==> src/rtl/alu32.sv <==
// alu32: registered 32-bit MIPS execute-stage ALU with zero/carry/overflow/invalid flags.
module alu32 #(
    parameter int WORD_SIZE = 32
) (
    input  logic                 clock,
    input  logic                 reset,
    input  logic                 start,
    input  logic [WORD_SIZE-1:0] input_a,
    input  logic [WORD_SIZE-1:0] input_b,
    input  logic [3:0]           control,
    output logic [WORD_SIZE-1:0] result,
    output logic                 zero,
    output logic                 cout,
    output logic                 err_overflow,
    output logic                 err_invalid_control,
    output logic                 finished
);
    localparam logic [3:0] CONTROL_AND          = 4'h0;
    localparam logic [3:0] CONTROL_OR           = 4'h1;
    localparam logic [3:0] CONTROL_ADD          = 4'h2;
    localparam logic [3:0] CONTROL_ADD_UNSIGNED = 4'h3;
    localparam logic [3:0] CONTROL_SUB          = 4'h6;
    localparam logic [3:0] CONTROL_SLT          = 4'h7;
    localparam logic [3:0] CONTROL_NOR          = 4'hC;
    localparam int MSB = WORD_SIZE - 1;

    logic [WORD_SIZE:0]   sum, diff;
    logic [WORD_SIZE-1:0] r;
    logic                 c, o, inv;

    assign sum  = {1'b0, input_a} + {1'b0, input_b};
    // subtraction as a + ~b + 1 so the carry reads as "no borrow"
    assign diff = {1'b0, input_a} + {1'b0, ~input_b} + (WORD_SIZE+1)'(1);

    always_comb begin
        r   = '0;
        c   = 1'b0;
        o   = 1'b0;
        inv = 1'b0;
        case (control)
            CONTROL_AND: r = input_a & input_b;
            CONTROL_OR:  r = input_a | input_b;
            CONTROL_NOR: r = ~(input_a | input_b);
            CONTROL_ADD_UNSIGNED: begin
                {c, r} = sum;
                o = sum[WORD_SIZE];
            end
            CONTROL_ADD: begin
                {c, r} = sum;
                o = (input_a[MSB] == input_b[MSB]) && (sum[MSB] != input_a[MSB]);
            end
            CONTROL_SUB: begin
                {c, r} = diff;
                o = (input_a[MSB] != input_b[MSB]) && (diff[MSB] != input_a[MSB]);
            end
            CONTROL_SLT: r = {{(WORD_SIZE-1){1'b0}}, $signed(input_a) < $signed(input_b)};
            default:     inv = 1'b1;
        endcase
    end

    always_ff @(posedge clock) begin
        if (reset) begin
            result              <= '0;
            zero                <= 1'b1;
            cout                <= 1'b0;
            err_overflow        <= 1'b0;
            err_invalid_control <= 1'b0;
            finished            <= 1'b0;
        end else if (start) begin
            result              <= r;
            zero                <= (r == '0);
            cout                <= c;
            err_overflow        <= o;
            err_invalid_control <= inv;
            finished            <= 1'b1;
        end else begin
            finished            <= 1'b0;
        end
    end
endmodule

==> config.mk <==
export PLATFORM = sky130hd
export DESIGN_NAME = alu32
export DESIGN_NICKNAME = d
export VERILOG_FILES = /design/src/rtl/alu32.sv
export SDC_FILE = /design/constraint.sdc
export NUM_CORES = 1
export LEC_CHECK = 0
export CAP_MARGIN = 10
export CORE_AREA = 2 2 156 158
export DETAILED_ROUTE_END_ITERATION = 7
export DIE_AREA = 0 0 158 160
export GPL_TIMING_DRIVEN = 0
export SETUP_SLACK_MARGIN = 0.5
export SLEW_MARGIN = 30
export SYNTH_ARGS = -nofsm -noshare
export SYNTH_HDL_FRONTEND = slang
export SYNTH_SLANG_ARGS = --single-unit
==> constraint.sdc <==
create_clock -name clock -period 8.1 [get_ports clock]
set_input_delay 0.81 -clock clock [delete_from_list [all_inputs] [get_ports clock]]
set_output_delay 0.81 -clock clock [all_outputs]
set_load 0.01 [all_outputs]
==> reports/summary.txt <==
critical path class = in -> reg
synth unique cells = 95
Tmin final = 4857 ps
relative slew slack = 40.02%
Final Cycle Share = 59.96%
worst-skew pair later-pin latency = 290 ps
Design Area, Final = 0.008552 mm2
Core Region = 0.02382 mm2
Mapped Cells = 966
Routed WL per cell = 20.61 um
Post-synth EDFFs = 0
hold-fix buffer count after cts = 0
routed via count = 8129
Worst Setup End Kind = flop
Synth area leaders = ha_1 18%, dfxtp_1 11%, a21oi_1 5.6%
first-pass GRT wire length = 44320 um
DRC Markers = 0
Die Y = 160 um
WL final = 28910 um
Synth async-reset ratio = 0%
layout cells sized above 1 = 6.858%
RSZ-0062 raised after global routing = no
synthesized flop and latch total = 37
Synthesized Nets = 1137
fin cells = 1403
Highest Clock Rate = 205.9 MHz
leak pwr = 0.003478 uW
initial core utilization = 29.17%
critical path startpoint category = input pin
PD cells = 109.2 mW/mm2
gr ovfl total = 0
initial DRC count = 835
post-CTS setup buffers = 0
Synth top area share = 17.64%
vias in the first global route = 7777
CTS buffer count = 5
Yosys warnings = 0
Syn Area/Cell = 7.194 um2
total track usage = 22.24%
area grow syn2layout = 23.06%
clk slew on worst S/H paths = 60 ps
Max Cap Viol = 0
drt via density = 5.794
Syn Std Cell Area = 0.006949 mm2
worst hold path class = reg -> reg
PostCTS Resize Cnt = 0
I/O pins = 108
Setup Skew = 0 ps
Final setup viols = 0
DRT Pass-1 Iters = 6
std cell rows = 57
DRT antenna net count = 0
register area share after synthesis = 10.66%
htree depth = 2
Diodes inserted = 0
clk buf depth = 2
Worst EP arrival = 5060 ps
status = complete, no violations
TritonCTS Sinks = 37
Hold Path Stages = 2
final hold violations = 0
critical path peak fanout = 5
worst-margin pin slew = 899.8 ps
CTS tree = yes
dominant synthesized flop cell = dfxtp_1
Synth area leader = ha_1
Max Slew Vio Count = 0
Req. time, crit path = 8300 ps
GPL Wtd Cong = 0.9297
IO buf count = 105
pin count of the biggest net entering global routing = 14
initial antenna violation count = 0
DIE AREA = 0.02528 mm2
Cells after DPL = 1395
Placed Area = 0.008406 mm2
DP HPWL = 22920 um
TNS Setup = 0 ps
chip width = 158 um
nets@finish = 1249
worst vdd ir = 0.08359 mV
Layout fillers = 2590
Worst R2R Path Depth = 2
Clock Tree Root = clkbuf_16
[flip-flops by register name, summed over array words and instances (netlist names)]
register,flops
result,32
err_overflow,1
err_invalid_control,1
finished,1
cout,1
zero,1
[critical path, cell delays in order]
cell	delay (ps)
clkdlybuf4s50_1	520
inv_1	80
ha_1	270
fa_1	440
o21bai_1	240
a211oi_2	140
a22oi_2	390
a221oi_2	150
a2111o_1	460
a22oi_1	480
o2111ai_1	210
nor4_1	240
and4_1	260
nand4_1	120
o31ai_2	240
[worst paths after layout]
kind | start | slack [ps] | end
worst max-delay path | input_a[0] | 3240 | zero
worst min-delay path | cout | 470 | cout
worst max register to register | result[9] | 7290 | result[9]
worst min register to register | cout | 470 | cout
[synth_stat cells, types with 8 or more instances]
cell type / count
nor3_1: 19
a22oi_1: 40
o211ai_1: 8
o221ai_1: 15
dfxtp_1: 37
nand4_1: 14
o21ai_0: 31
nand2_1: 56
a21o_1: 12
o31ai_1: 13
o22ai_1: 25
o21a_1: 9
clkbuf_1: 36
inv_1: 97
buf_1: 8
buf_2: 18
o21bai_1: 16
a31oi_1: 8
a211oi_1: 29
nor4_1: 9
ha_1: 98
nand2b_1: 9
nor2_1: 97
nand3_1: 18
a21oi_1: 78
a221o_1: 13
[area by class of cell]
class | instances | area [um2] | area share, %
multi-input combinational | 764 | 5544 | 64.83
tap | 324 | 405.4 | 4.740
clock buffer | 5 | 125.1 | 1.463
inverter | 99 | 371.6 | 4.345
timing repair buffer | 105 | 1051 | 12.29
buffer | 66 | 292.8 | 3.424
sequential | 37 | 740.7 | 8.661
clock inverter | 3 | 21.27 | 0.2487
[per-stage QoR]
step / hold slack [ps] / setup WS, ps / total power [uW] / util, %
after floorplan: 485.8 / 4490 / 537.7 / -
after global placement: 454.4 / 3071 / 724.9 / 35.29
after detailed placement: 460.0 / 3052 / 727.0 / 35.29
after CTS: 468.5 / 3336 / 926.3 / 35.90
after global routing: 484.8 / 3137 / 989.7 / 35.90
final: 468.7 / 3243 / 934.2 / 35.90
[placed cells by master, fill, tap and decap left out, types with 9 or more instances in the layout]
cell type,count
clkdlybuf4s50_1,105
ha_1,98
inv_1,97
nor2_1,97
a21oi_1,78
nand2_1,56
a22oi_1,40
dfxtp_1,37
clkbuf_1,36
o21ai_0,31
a211oi_1,29
o22ai_1,25
nor3_1,19
buf_2,18
nand3_1,18
o21bai_1,16
o221ai_1,15
nand4_1,14
a221o_1,13
o31ai_1,13
a21o_1,12
nand2b_1,9
nor4_1,9
o21a_1,9
[routing by layer]
layer	vias to the layer above	track usage (%)	routed length (um)
li1	3832	-	-
met5	-	0	0
met1	3850	29.95	12500
met3	55	2.605	2143
met4	0	7.002	845
met2	392	36.90	13420
[cells by family after synthesis]
family                     count (synthesis)  share of synthesized area (%)
buffers and inverters                    165                          9.561
AOI/OAI and AO/OA                        386                          41.18
adders and majority gates                100                          18.22
and+or+nand+nor                          267                          18.85
DFF                                       37                          10.66
xor gates and xnor gates                   4                         0.5042
muxes                                      7                          1.026
[where the power goes]
part           total, uW  internal [uW]  switching [uW]
Clock                197            115            82.4
Combinational        533            208             325
Sequential           204            195            9.04
Note: power is estimated with default switching activity, not from simulation.
